===== config.mk =====
export PLATFORM = sky130hd
export DESIGN_NAME = multi_variable_stepdown
export DESIGN_NICKNAME = d
export VERILOG_FILES = /design/src/rtl/multi_variable_stepdown.sv
export SDC_FILE = /design/constraint.sdc
export NUM_CORES = 1
export LEC_CHECK = 0
export ABC_AREA = 1
export CAP_MARGIN = 20
export CORE_UTILIZATION = 59
export DETAILED_ROUTE_END_ITERATION = 16
export PLACE_DENSITY = 0.89
export SETUP_SLACK_MARGIN = 0.02
export SLEW_MARGIN = 20
export SYNTH_ARGS = -nofsm -noshare
export SYNTH_HDL_FRONTEND = slang
export SYNTH_SLANG_ARGS = --single-unit

===== constraint.sdc =====
create_clock -name in_clk -period 2.4 [get_ports in_clk]
set_input_delay 0.36 -clock in_clk [delete_from_list [all_inputs] [get_ports in_clk]]
set_output_delay 0.36 -clock in_clk [all_outputs]
set_load 0.01 [all_outputs]

===== src/rtl/multi_variable_stepdown.sv =====
// N-channel glitch-free clock divider / step-rate generator for stepper drivers.
// Define STEPDOWN_RAMP_EN to add linear acceleration from RAMP_START down to division.
module multi_variable_stepdown #(
  parameter int unsigned      WIDTH      = 16,
  parameter int unsigned      CHANNELS   = 2,
  parameter logic [WIDTH-1:0] RAMP_START = WIDTH'(4000),
  parameter logic [WIDTH-1:0] RAMP_STEP  = WIDTH'(8)
) (
  input  logic                      in_clk,
  input  logic                      reset_n,
  input  logic [CHANNELS-1:0]       enable,
  input  logic [CHANNELS*WIDTH-1:0] division,
  output logic [CHANNELS-1:0]       out_clk,
  output logic [CHANNELS-1:0]       tick,
  output logic [CHANNELS-1:0]       busy
);

  typedef enum logic [1:0] {
    S_IDLE,
    S_RUN,
    S_STOP
  } state_t;

  for (genvar k = 0; k < CHANNELS; k++) begin : g_ch
    state_t           r_state;
    state_t           w_state_n;
    logic [WIDTH-1:0] r_cnt;
    logic [WIDTH-1:0] w_cnt_n;
    logic [WIDTH-1:0] r_div;
    logic [WIDTH-1:0] w_div_n;
    logic             r_out;
    logic             w_out_n;
    logic             r_tick;
    logic             w_tick_n;
    logic [WIDTH-1:0] w_div_in;
    logic [WIDTH-1:0] w_start;
    logic [WIDTH-1:0] w_reload;
    logic             w_term;
    logic             w_go;

    assign w_div_in = division[k*WIDTH +: WIDTH];
    assign w_term   = (r_cnt == r_div - 1'b1);
    assign w_go     = enable[k] && (w_div_in != '0);

`ifdef STEPDOWN_RAMP_EN
    assign w_start  = (w_div_in > RAMP_START) ? w_div_in : RAMP_START;
    // Speed-ups step down gradually; slow-downs apply at once.
    assign w_reload = (r_div <= w_div_in)            ? w_div_in :
                      (r_div - w_div_in > RAMP_STEP) ? r_div - RAMP_STEP :
                                                       w_div_in;
`else
    logic w_unused_ramp;
    assign w_unused_ramp = ^{RAMP_START, RAMP_STEP};
    assign w_start  = w_div_in;
    assign w_reload = w_div_in;
`endif

    always_comb begin
      w_state_n = r_state;
      w_cnt_n   = r_cnt;
      w_div_n   = r_div;
      w_out_n   = r_out;
      w_tick_n  = 1'b0;
      unique case (r_state)
        S_IDLE: begin
          w_cnt_n = '0;
          w_out_n = 1'b0;
          if (w_go) begin
            w_state_n = S_RUN;
            w_div_n   = w_start;
          end
        end
        S_RUN, S_STOP: begin
          if (w_term) begin
            // Toggle always lands first; stop decision follows.
            w_out_n  = ~r_out;
            w_tick_n = 1'b1;
            w_cnt_n  = '0;
            if (w_go) begin
              w_state_n = S_RUN;
              w_div_n   = w_reload;
            end else if (r_out) begin
              w_state_n = S_IDLE;
            end else begin
              w_state_n = S_STOP;
            end
          end else begin
            w_cnt_n = r_cnt + 1'b1;
            if (r_state == S_RUN && !enable[k]) begin
              if (!r_out) begin
                w_state_n = S_IDLE;
                w_cnt_n   = '0;
              end else begin
                w_state_n = S_STOP;
              end
            end else if (r_state == S_STOP && w_go) begin
              w_state_n = S_RUN;
            end
          end
        end
        default: begin
          w_state_n = S_IDLE;
          w_cnt_n   = '0;
          w_out_n   = 1'b0;
        end
      endcase
    end

    always_ff @(posedge in_clk or negedge reset_n) begin
      if (!reset_n) begin
        r_state <= S_IDLE;
        r_cnt   <= '0;
        r_div   <= '0;
        r_out   <= 1'b0;
        r_tick  <= 1'b0;
      end else begin
        r_state <= w_state_n;
        r_cnt   <= w_cnt_n;
        r_div   <= w_div_n;
        r_out   <= w_out_n;
        r_tick  <= w_tick_n;
      end
    end

    assign out_clk[k] = r_out;
    assign tick[k]    = r_tick;
    assign busy[k]    = (r_state != S_IDLE);
  end

endmodule


==> impl_metrics.ini <==
[pwr]
intPower_mw = 3.39
power_frac_clock = 0.148
p_per_area_nw_per_um2 = 1050
pwr-share-seq = 0.315
p_leak_nw = 2.94
swShare = 0.468
ir_drop_mv = 0.724
p_sw_mw = 2.97
p_comb_frac = 0.537

[cells_and_area]
fillCellCount = 623
finalNetCount = 817
drive_gt1_frac = 0.147
fin_util = 0.734
syn_to_final_growth_pct = 19.4
n_antenna_cell = 0

[synthesis]
synth_most_common_cell = nand2_1
synth-main-ff-cell = dfrtp_1
yosysTopAreaCellShare = 0.355
yosys.area.top_type = dfrtp_1
syn-num-nets = 753
syn_avg_cell_area_um2 = 7.20
synth_seq_cells = 72
synth_common_cells = 184 x nand2_1, 94 x inv_1, 81 x nor2_1
async_flop_share = 1.00
synth_area_leaders = dfrtp_1 35%, nand2_1 14%, inv_1 6.9%, nor2_1 6.0%, nand3_1 5.7%
synthCells = 705
synth_warnings = 0
syn_area_um2 = 5080
synth.distinct_cells = 39
synth_edf_count = 0
yosysSeqAreaShare = 0.355

[sta]
hold_viol = 0
finalCriticalPeriod_ns = 2.25
worst_clock_skew_ns = 0.00439
holdWs_ns = 0.0127
relSlewSlack = 0.359
fin_ws_ns = 0.147
setup_viol = 0
tightest_slew_ns = 0.958
fin_crit_sh = 0.939
fmax_mhz = 444
drv_slew = 0

[job]
cap_violations = 0

[floorplanning]
die-width_um = 94.8
die-height_um = 94.8
rows = 33
core_um2 = 8260
die-area_um2 = 8980
start_util = 0.615
ioPinCount = 42

[routing]
drt-pass1-iter-count = 5
wirelength_um = 12400
drt_iter0_drc = 221
drc_errors = 0
via_per_inst = 5.46
ant_nets = 0
drt-wirelength-per-cell_um = 14.1
routed-via-count = 4798

[worst_setup_path]
required_ns = 2.65
critPathLaunchType = flip-flop
r2r_setup_slack_ns = 0.15
cp_top_family = simple AND/OR/NAND/NOR gates
r2r-start = g_ch[0].r_div[5]
cpPeakStageDelay_ns = 0.46
crit_slowest_cell = dfrtp_2
cp_max_fo = 8
worst-setup-path-type = flip-flop to flip-flop
critPathCaptureType = flip-flop
cp.buffers_inverters = 1
r2r.worst_path.cells = 15
crit_top_cell = nand2_1
critPathArrivalTime_ns = 2.50
crit_chain = nor2_2, nand2_2, nor2_4, nand2_1, nand3_1, nand3_1, nor3_2, nand2_2, buf_4, nand2_1, nand2_1, nand2_1, nand2_1, nand2_1, nand2_1
r2r_end = g_ch[0].r_state[0]

[global_routing]
grt_max_degree = 73
grt_pass1_wl_um = 20200
grt_usage = 0.289
grt_pass1_vias = 4596
antenna_found_initial = 0
overflow = 0

[clock_network]
cts_buffer_depth = 2
cts-root-buf = clkbuf_8
cts_made_buffers = 9
clk_pin_slew_worst_paths_ns = 0.08
hold_buffers = 0
cts_tree = done
cts.sinks = 72
clk_latency_ns = 0.36
htreeDepth = 3

[placed_design]
dp_hpwl_um = 9030
io_buffers = 41
place_worst_setup_slack_ns = -0.0510
gp_congestion = 1.01

[min_path]
hp-class = input pin to asynchronous set/reset pin

[run_status]
status = completed
kinds of logic after synthesis:
logic type      Yosys count  synth area share
simple gates            411             0.380
buf+inv                 115            0.0954
flops                    72             0.355
compound gates           55            0.0712
xor+xnor                 40            0.0690
fa+ha+maj                12            0.0296
layer usage:
metal  routed length [um]  global-route usage  vias to the layer above
li1                     -                   -                     2355
met1                 4860               0.327                     2204
met2                 6450               0.524                      193
met3                  617              0.0491                       46
met4                  491               0.136                        0
met5                    0                   0                        -
power groups by stage:
stage          clock network (mW)  logic (mW)  registers [mW]
4_1_cts                     0.957        3.09            1.97
2_1_floorplan                   0        2.34            1.88
3_3_place_gp                    0        2.93            1.97
3_5_place_dp                    0        3.05            1.99
5_1_grt                      1.02        3.82            2.05
6_report                    0.943        3.41            2.00
state kept, by name, indices dropped and copies added, names as in the netlist:
| register | flops |
|---|---|
| g_ch.r_cnt | 32 |
| g_ch.r_div | 32 |
| g_ch.r_state | 4 |
| g_ch.r_out | 2 |
| g_ch.r_tick | 2 |
metrics by stage:
step	cells	setup TNS, ns	area [um2]	power, mW
after floorplan	705	0	5080	4.22
after global placement	851	0	5650	4.90
after detailed placement	851	-0.195	5650	5.04
after CTS	867	0	5840	6.02
after global routing	879	-0.0998	6060	6.89
final	879	0	6060	6.36
area by class of cell:
class	count	area, um2	share of cell area
tap	105	131	0.0217
multi-input combinational	519	2940	0.484
clock buffer	12	135	0.0223
inverter	102	383	0.0631
clock inverter	4	45.0	0.00743
timing repair buffer	65	627	0.103
sequential	72	1810	0.298
how the worst max path moves through the flow:
stage                         end  depth (start not counted)  slack [ns]              from
6_report       g_ch[0].r_state[0]                         15        0.15  g_ch[0].r_div[5]
3_5_place_dp     g_ch[1].r_div[3]                         12       -0.05  g_ch[1].r_div[1]
5_1_grt          g_ch[0].r_cnt[6]                         13       -0.05  g_ch[0].r_div[6]
3_3_place_gp     g_ch[1].r_div[3]                         12        0.03  g_ch[1].r_div[1]
4_1_cts          g_ch[1].r_div[3]                         15        0.02  g_ch[1].r_div[1]
2_1_floorplan   g_ch[1].r_div[12]                         16        0.27  g_ch[1].r_div[0]
layout by cell type (no fill, tap or decap), types with 3 or more instances in the layout:
cell and n:
xnor2_1 18, o21ai_0 12, inv_2 9, ha_1 10
nand4_1 12, nor2_2 13, nor3_1 15, clkbuf_1 3
clkinv_2 3, o21ai_1 11, clkdlybuf4s50_1 40, buf_4 20
dfrtp_2 3, buf_12 3, nor4_1 7, nor2_4 9
nand3_1 58, nand3b_1 6, dfrtp_1 69, nor3b_1 9
clkbuf_8 9, a21oi_1 9, o21ai_2 12, inv_1 93
nand2_4 5, nand2_8 3, nor3_2 3, nor2_1 73
xor2_1 21, a21oi_2 5, nand2_1 184, nand2_2 4
repair_timing:
item | CTS | global route
resized for setup | 2 | 29
pin swaps | 0 | 8
setup endpoints to repair | 14 | 54
buffers inserted | 0 | 11
cloned | 0 | 1
worst register-to-register path, stage by stage, from the launching register on:
cell,delay (ns)
dfrtp_2,0.46
nor2_2,0.17
nand2_2,0.11
nor2_4,0.20
nand2_1,0.08
nand3_1,0.11
nand3_1,0.10
nor3_2,0.28
nand2_2,0.11
buf_4,0.16
nand2_1,0.07
nand2_1,0.07
nand2_1,0.07
nand2_1,0.05
nand2_1,0.05
nand2_1,0.04
Note: power is estimated with default switching activity, not from simulation.
